===== src/rtl/m_pipe_pkg.sv =====
// Shared types and default widths for the elastic pipeline stage register.
package m_pipe_pkg;

    localparam int unsigned INSTR_W    = 32;
    localparam int unsigned CTRL_W_DEF = 10;
    localparam int unsigned DATA_W_DEF = 101;

    typedef enum logic [1:0] {
        EMPTY = 2'd0,
        BUSY  = 2'd1,
        FULL  = 2'd2
    } state_e;

endpackage


===== src/rtl/m_pipe_stage_reg_if.sv =====
// Upstream/downstream handshake and payload bundle for m_pipe_stage_reg.
// master = the side driving in_* and consuming out_*; slave = the stage itself.
interface m_pipe_stage_reg_if #(
    parameter int unsigned CTRL_W = m_pipe_pkg::CTRL_W_DEF,
    parameter int unsigned DATA_W = m_pipe_pkg::DATA_W_DEF
);
    localparam int unsigned INSTR_W = m_pipe_pkg::INSTR_W;

    logic               in_valid;
    logic               in_ready;
    logic [CTRL_W-1:0]  in_ctrl;
    logic [DATA_W-1:0]  in_data;
    logic [INSTR_W-1:0] in_instr;

    logic               out_valid;
    logic               out_ready;
    logic [CTRL_W-1:0]  out_ctrl;
    logic [DATA_W-1:0]  out_data;
    logic [INSTR_W-1:0] out_instr;

    modport master (
        output in_valid, in_ctrl, in_data, in_instr, out_ready,
        input  in_ready, out_valid, out_ctrl, out_data, out_instr
    );

    modport slave (
        input  in_valid, in_ctrl, in_data, in_instr, out_ready,
        output in_ready, out_valid, out_ctrl, out_data, out_instr
    );

endinterface


===== src/rtl/m_sat_counter.sv =====
// Saturating up-counter with synchronous active-high reset; holds at all-ones.
module m_sat_counter #(
    parameter int unsigned WIDTH = 16
) (
    input  logic             clk,
    input  logic             reset,
    input  logic             inc,
    output logic [WIDTH-1:0] count
);

    logic [WIDTH-1:0] count_q;
    logic [WIDTH-1:0] count_d;

    always_comb begin
        count_d = count_q;
        if (inc && (count_q != {WIDTH{1'b1}})) begin
            count_d = count_q + WIDTH'(1);
        end
    end

    always_ff @(posedge clk) begin
        if (reset) begin
            count_q <= '0;
        end else begin
            count_q <= count_d;
        end
    end

    assign count = count_q;

endmodule


===== src/rtl/m_pipe_stage_reg.sv =====
// Two-entry elastic pipeline stage (main + skid) with flush and bubble counter.
// Define M_PIPE_TRACE_EN to print each instruction leaving the stage.
module m_pipe_stage_reg
    import m_pipe_pkg::*;
#(
    parameter int unsigned CTRL_W     = CTRL_W_DEF,
    parameter int unsigned DATA_W     = DATA_W_DEF,
    parameter int unsigned CNT_W      = 16,
    parameter string       STAGE_NAME = "EX"
) (
    input  logic             clk,
    input  logic             reset,
    input  logic             flush,
    m_pipe_stage_reg_if.slave bus,
    output logic [CNT_W-1:0] bubble_cnt
);

    state_e state_q;
    state_e state_d;

    logic [CTRL_W-1:0]  main_ctrl_q,  main_ctrl_d;
    logic [DATA_W-1:0]  main_data_q,  main_data_d;
    logic [INSTR_W-1:0] main_instr_q, main_instr_d;
    logic [CTRL_W-1:0]  skid_ctrl_q,  skid_ctrl_d;
    logic [DATA_W-1:0]  skid_data_q,  skid_data_d;
    logic [INSTR_W-1:0] skid_instr_q, skid_instr_d;

    logic in_ready_q,  in_ready_d;
    logic out_valid_q, out_valid_d;

    // Next state and entry movement; flush wins over every handshake.
    always_comb begin
        state_d      = state_q;
        main_ctrl_d  = main_ctrl_q;
        main_data_d  = main_data_q;
        main_instr_d = main_instr_q;
        skid_ctrl_d  = skid_ctrl_q;
        skid_data_d  = skid_data_q;
        skid_instr_d = skid_instr_q;

        unique case (state_q)
            EMPTY: begin
                if (bus.in_valid) begin
                    main_ctrl_d  = bus.in_ctrl;
                    main_data_d  = bus.in_data;
                    main_instr_d = bus.in_instr;
                    state_d      = BUSY;
                end
            end
            BUSY: begin
                if (bus.in_valid && bus.out_ready) begin
                    main_ctrl_d  = bus.in_ctrl;
                    main_data_d  = bus.in_data;
                    main_instr_d = bus.in_instr;
                end else if (bus.in_valid) begin
                    skid_ctrl_d  = bus.in_ctrl;
                    skid_data_d  = bus.in_data;
                    skid_instr_d = bus.in_instr;
                    state_d      = FULL;
                end else if (bus.out_ready) begin
                    // Bubble must carry no control; data/instr keep the last head.
                    main_ctrl_d = '0;
                    state_d     = EMPTY;
                end
            end
            FULL: begin
                if (bus.out_ready) begin
                    main_ctrl_d  = skid_ctrl_q;
                    main_data_d  = skid_data_q;
                    main_instr_d = skid_instr_q;
                    skid_ctrl_d  = '0;
                    skid_data_d  = '0;
                    skid_instr_d = '0;
                    state_d      = BUSY;
                end
            end
            default: begin
                state_d = EMPTY;
            end
        endcase

        if (flush) begin
            state_d      = EMPTY;
            main_ctrl_d  = '0;
            main_data_d  = '0;
            main_instr_d = '0;
            skid_ctrl_d  = '0;
            skid_data_d  = '0;
            skid_instr_d = '0;
        end

        in_ready_d  = (state_d != FULL);
        out_valid_d = (state_d != EMPTY);
    end

    always_ff @(posedge clk) begin
        if (reset) begin
            state_q      <= EMPTY;
            main_ctrl_q  <= '0;
            main_data_q  <= '0;
            main_instr_q <= '0;
            skid_ctrl_q  <= '0;
            skid_data_q  <= '0;
            skid_instr_q <= '0;
            in_ready_q   <= 1'b1;
            out_valid_q  <= 1'b0;
        end else begin
            state_q      <= state_d;
            main_ctrl_q  <= main_ctrl_d;
            main_data_q  <= main_data_d;
            main_instr_q <= main_instr_d;
            skid_ctrl_q  <= skid_ctrl_d;
            skid_data_q  <= skid_data_d;
            skid_instr_q <= skid_instr_d;
            in_ready_q   <= in_ready_d;
            out_valid_q  <= out_valid_d;
        end
    end

    assign bus.in_ready  = in_ready_q;
    assign bus.out_valid = out_valid_q;
    assign bus.out_ctrl  = main_ctrl_q;
    assign bus.out_data  = main_data_q;
    assign bus.out_instr = main_instr_q;

    // Counts cycles where downstream was ready but received nothing.
    m_sat_counter #(
        .WIDTH (CNT_W)
    ) u_bubble_cnt (
        .clk   (clk),
        .reset (reset),
        .inc   (bus.out_ready & ~out_valid_q),
        .count (bubble_cnt)
    );

`ifdef M_PIPE_TRACE_EN
    always @(posedge clk) begin
        if (!reset && (out_valid_q === 1'b1) && (bus.out_ready === 1'b1)) begin
            $display("Instruction %h is in %s stage", main_instr_q, STAGE_NAME);
        end
    end
`else
    // Trace disabled: no simulation output from this stage.
`endif

endmodule


===== src/flat_wrapper.sv =====
// flat-port wrapper written by rule: the top's interface ports become plain ports
module m_pipe_stage_reg_flat import m_pipe_pkg::*;
#(
    parameter int unsigned CTRL_W     = CTRL_W_DEF,
    parameter int unsigned DATA_W     = DATA_W_DEF,
    parameter int unsigned CNT_W      = 16,
    parameter string       STAGE_NAME = "  "
)
  (clk, reset, flush, bubble_cnt, bus_in_valid, bus_in_ctrl, bus_in_data, bus_in_instr, bus_out_ready, bus_in_ready, bus_out_valid, bus_out_ctrl, bus_out_data, bus_out_instr);
  m_pipe_stage_reg_if #(.CTRL_W(CTRL_W), .DATA_W(DATA_W)) bus_i ();
  input  logic clk;
  input  logic reset;
  input  logic flush;
  output logic [CNT_W-1:0] bubble_cnt;
  input wire logic [$bits(bus_i.in_valid)-1:0] bus_in_valid;
  input wire logic [$bits(bus_i.in_ctrl)-1:0] bus_in_ctrl;
  input wire logic [$bits(bus_i.in_data)-1:0] bus_in_data;
  input wire logic [$bits(bus_i.in_instr)-1:0] bus_in_instr;
  input wire logic [$bits(bus_i.out_ready)-1:0] bus_out_ready;
  output wire logic [$bits(bus_i.in_ready)-1:0] bus_in_ready;
  output wire logic [$bits(bus_i.out_valid)-1:0] bus_out_valid;
  output wire logic [$bits(bus_i.out_ctrl)-1:0] bus_out_ctrl;
  output wire logic [$bits(bus_i.out_data)-1:0] bus_out_data;
  output wire logic [$bits(bus_i.out_instr)-1:0] bus_out_instr;
  assign bus_i.in_valid = bus_in_valid;
  assign bus_i.in_ctrl = bus_in_ctrl;
  assign bus_i.in_data = bus_in_data;
  assign bus_i.in_instr = bus_in_instr;
  assign bus_i.out_ready = bus_out_ready;
  assign bus_in_ready = bus_i.in_ready;
  assign bus_out_valid = bus_i.out_valid;
  assign bus_out_ctrl = bus_i.out_ctrl;
  assign bus_out_data = bus_i.out_data;
  assign bus_out_instr = bus_i.out_instr;
  m_pipe_stage_reg #(.CTRL_W(CTRL_W), .DATA_W(DATA_W), .CNT_W(CNT_W), .STAGE_NAME(STAGE_NAME)) u_core (.clk(clk), .reset(reset), .flush(flush), .bus(bus_i), .bubble_cnt(bubble_cnt));
endmodule

===== config.mk =====
export PLATFORM = sky130hd
export DESIGN_NAME = m_pipe_stage_reg_flat
export DESIGN_NICKNAME = d
export VERILOG_FILES = /design/src/rtl/m_pipe_pkg.sv /design/src/rtl/m_pipe_stage_reg_if.sv /design/src/rtl/m_sat_counter.sv /design/src/rtl/m_pipe_stage_reg.sv /design/src/flat_wrapper.sv
export SDC_FILE = /design/constraint.sdc
export NUM_CORES = 1
export LEC_CHECK = 0
export CAP_MARGIN = 5
export CORE_MARGIN = 3
export CORE_UTILIZATION = 53
export CTS_CLUSTER_DIAMETER = 100
export DETAILED_ROUTE_END_ITERATION = 8
export PLACE_DENSITY = 0.82
export SLEW_MARGIN = 20
export SYNTH_ARGS = -nofsm -noshare
export SYNTH_HDL_FRONTEND = slang
export SYNTH_SLANG_ARGS = --single-unit

===== constraint.sdc =====
create_clock -name clk -period 4.7 [get_ports clk]
set_clock_uncertainty 0.05 [all_clocks]
set_input_delay 0.47 -clock clk [delete_from_list [all_inputs] [get_ports clk]]
set_output_delay 0.47 -clock clk [all_outputs]
set_load 0.05 [all_outputs]

==> impl_metrics.env <==
export IMPL_status="completed"
export IMPL_cp_num_buf_inv=2
export IMPL_drive_gt1_frac=0.0430
export IMPL_crit_fanout=108
export IMPL_crit_type="register to register"
export IMPL_post_cts_repair_setup_buffers=0
export IMPL_final_cell_mix="clkdlybuf4s50_1, dfxtp_1, a21oi_1, nand2_1, nor2_1"
export IMPL_synth_cell_types=37
export IMPL_first_pass_iters=4
export IMPL_clk_path_buf_depth=3
export IMPL_fmax_ghz=0.317
export IMPL_drt_wl_total_um=33100
export IMPL_clock_latency_ps=550
export IMPL_path_cells="inv_1 -> ha_4 -> buf_4 -> nor2b_1 -> o21ai_0 -> a221oi_1 -> o21bai_1"
export IMPL_cts_root_buf="clkbuf_16"
export IMPL_finalSetupViolations=0
export IMPL_die_h_um=159
export IMPL_syn_area_mm2=0.0124
export IMPL_utilization=0.727
export IMPL_initial_utilization=0.544
export IMPL_pre_cts_slack_ps=1600
export IMPL_p_int_mw=4.49
export IMPL_slew_viol_final=0
export IMPL_htree_num_levels=1
export IMPL_worstPathRequired_ps=5130
export IMPL_clockPowerShare=0.406
export IMPL_ctsResizeCount=0
export IMPL_rsz0062_at_grt="no"
export IMPL_hpwl_um=20700
export IMPL_finalCriticalPeriod_ps=3150
export IMPL_p_switching_mw=1.60
export IMPL_num_rows=55
export IMPL_dp_cells=2047
export IMPL_crit_path_start_kind="register"
export IMPL_ys_ff_latch=306
export IMPL_nFillCells=1805
export IMPL_postSynthAreaPerCell_um2=8.06
export IMPL_nets=1920
export IMPL_coreArea_mm2=0.0228
export IMPL_portBuffers=308
export IMPL_drc=0
export IMPL_syn_inst=1543
export IMPL_ys_seq_area_frac=0.493
export IMPL_cts_buffers=31
export IMPL_area_delta_synth_final_pct=33.7
export IMPL_leakagePower_nw=5.73
export IMPL_boundaryPins=309
export IMPL_grt_antenna_before_repair=4
export IMPL_placed_area_mm2=0.0156
export IMPL_post_route_cell_area_mm2=0.0166
export IMPL_critPathSlowestCell="buf_4"
export IMPL_async_flop_share=0
export IMPL_max_stage_delay_ps=900
export IMPL_viasPerCell=5.44
export IMPL_num_vias=11477
export IMPL_final_common_cell="clkdlybuf4s50_1"
export IMPL_fin_ws_ps=1550
export IMPL_setup_tns_final_ps=0
export IMPL_multi_input_area_mm2=0.00577
export IMPL_ctsHoldBuffers=0
export IMPL_cts_tree="done"
export IMPL_critPathTopFamily="buffers and inverters"
export IMPL_p_seq_frac=0.446
export IMPL_ant_nets=0
export IMPL_ys_warn_count=0
export IMPL_combPwrFrac=0.148
export IMPL_synth_nets=1696
export IMPL_drv_cap=0
export IMPL_globalRouteOverflowTotal=0
export IMPL_ff_latch_area_mm2=0.00613
export IMPL_fp_dieW_um=159
export IMPL_drt_iter0_drc=867
export IMPL_fin_crit_sh=0.671
export IMPL_grt_use_total=0.249
export IMPL_wl_per_cell_um=15.7
export IMPL_hold_slack_ps=399
export IMPL_peakVddDrop_mv=0.262
export IMPL_place_congestion=0.864
export IMPL_clkTransAtPathRegs_ps=60
export IMPL_grt_start_max_net_pins=159
export IMPL_hold_class="register to register"
export IMPL_ys_flop_type="dfxtp_1"
export IMPL_cts_sinks=306
export IMPL_powerDensity_mw_per_mm2=367
export IMPL_swShare=0.262
export IMPL_p_total_mw=6.09
export IMPL_tightestPinTransition_ps=1040
export IMPL_synth_edf_count=0
export IMPL_hold_violations=0
export IMPL_dieArea_mm2=0.0253
export IMPL_stdcell_count=2109
export IMPL_slew_limit_headroom=0.305
export IMPL_critPathArrivalTime_ps=3580
export IMPL_grt_pass1_vias=10920
export IMPL_grt_pass1_wl_um=54000
export IMPL_cp_end_kind="register"
-- power groups by stage --
stage / sequential, mW / combinational (mW) / clock, mW
global placement: 2.77 / 0.886 / 0
detailed placement: 2.77 / 0.895 / 0
finish: 2.72 / 0.899 / 2.48
global route: 2.73 / 0.967 / 2.62
CTS: 2.72 / 0.901 / 2.51
floorplan: 3.01 / 0.323 / 0
-- worst reg2reg max path, cell delays in order (launching register included) --
cell and delay (ps):
dfxtp_1 330, inv_1 150, ha_4 650, buf_4 910, nor2b_1 300, o21ai_0 100
a221oi_1 420, o21bai_1 170
-- cell usage after synthesis, types with 6 or more instances --
| master | count | area, µm² |
|---|---|---|
| or3_1 | 8 | 50.1 |
| nand3b_1 | 11 | 82.6 |
| dfxtp_1 | 306 | 6130 |
| nand4_1 | 7 | 43.8 |
| or4_1 | 7 | 52.6 |
| nor2_1 | 148 | 556 |
| buf_2 | 25 | 125 |
| a21oi_1 | 288 | 1440 |
| clkbuf_1 | 96 | 360 |
| o21ai_0 | 7 | 35.0 |
| nand2_1 | 288 | 1080 |
| buf_4 | 8 | 60.1 |
| a22oi_1 | 10 | 75.1 |
| a211oi_1 | 143 | 1070 |
| nor2b_1 | 139 | 870 |
| inv_1 | 7 | 26.3 |
| o31ai_1 | 6 | 45.0 |
-- flip-flops by register name, summed over array words and instances, names as in the netlist --
name                       cells
u_core.bus.in_ready            1
u_core.bus.out_ctrl           10
u_core.bus.out_data          101
u_core.bus.out_instr          32
u_core.bus.out_valid           1
u_core.skid_ctrl_q            10
u_core.skid_data_q           101
u_core.skid_instr_q           32
u_core.state_q                 2
u_core.u_bubble_cnt.count     16
-- area by class of cell --
cell class	instances	share of cell area
inverter	7	0.00158
tap	313	0.0236
clock inverter	11	0.00655
antenna	4	0.000603
multi-input combinational	1100	0.347
sequential	306	0.369
clock buffer	47	0.0563
timing repair buffer	321	0.195
-- path summary, 6_finish.rpt --
path                          startpoint                endpoint  slack [ps]  cells past startpoint
setup reg to reg       u_core.state_q[0]    u_core.bus.out_valid        1550                      7
setup / recovery       u_core.state_q[0]    u_core.bus.out_valid        1550                      7
hold / removal    u_core.skid_data_q[79]  u_core.skid_data_q[79]         400                      2
hold reg to reg   u_core.skid_data_q[79]  u_core.skid_data_q[79]         400                      2
-- layer usage --
| metal | vias up | wire length (µm) | global-route usage |
|---|---|---|---|
| li1 | 5729 | - | - |
| met1 | 5276 | 14000 | 0.315 |
| met2 | 395 | 15500 | 0.412 |
| met3 | 77 | 2350 | 0.0575 |
| met4 | 0 | 1230 | 0.105 |
| met5 | - | 0 | 0 |
-- kinds of logic (layout without fill, tap and decap cells) --
logic type	after synthesis	after routing	share of synthesized area
AOI/OAI and AO/OA	463	463	0.222
adders and majority gates	5	5	0.00503
buffers and inverters	137	386	0.0463
DFF	306	306	0.493
muxes	4	4	0.00352
other	0	4	0
and+or+nand+nor	628	628	0.230
Note: power is estimated with default switching activity, not from simulation.
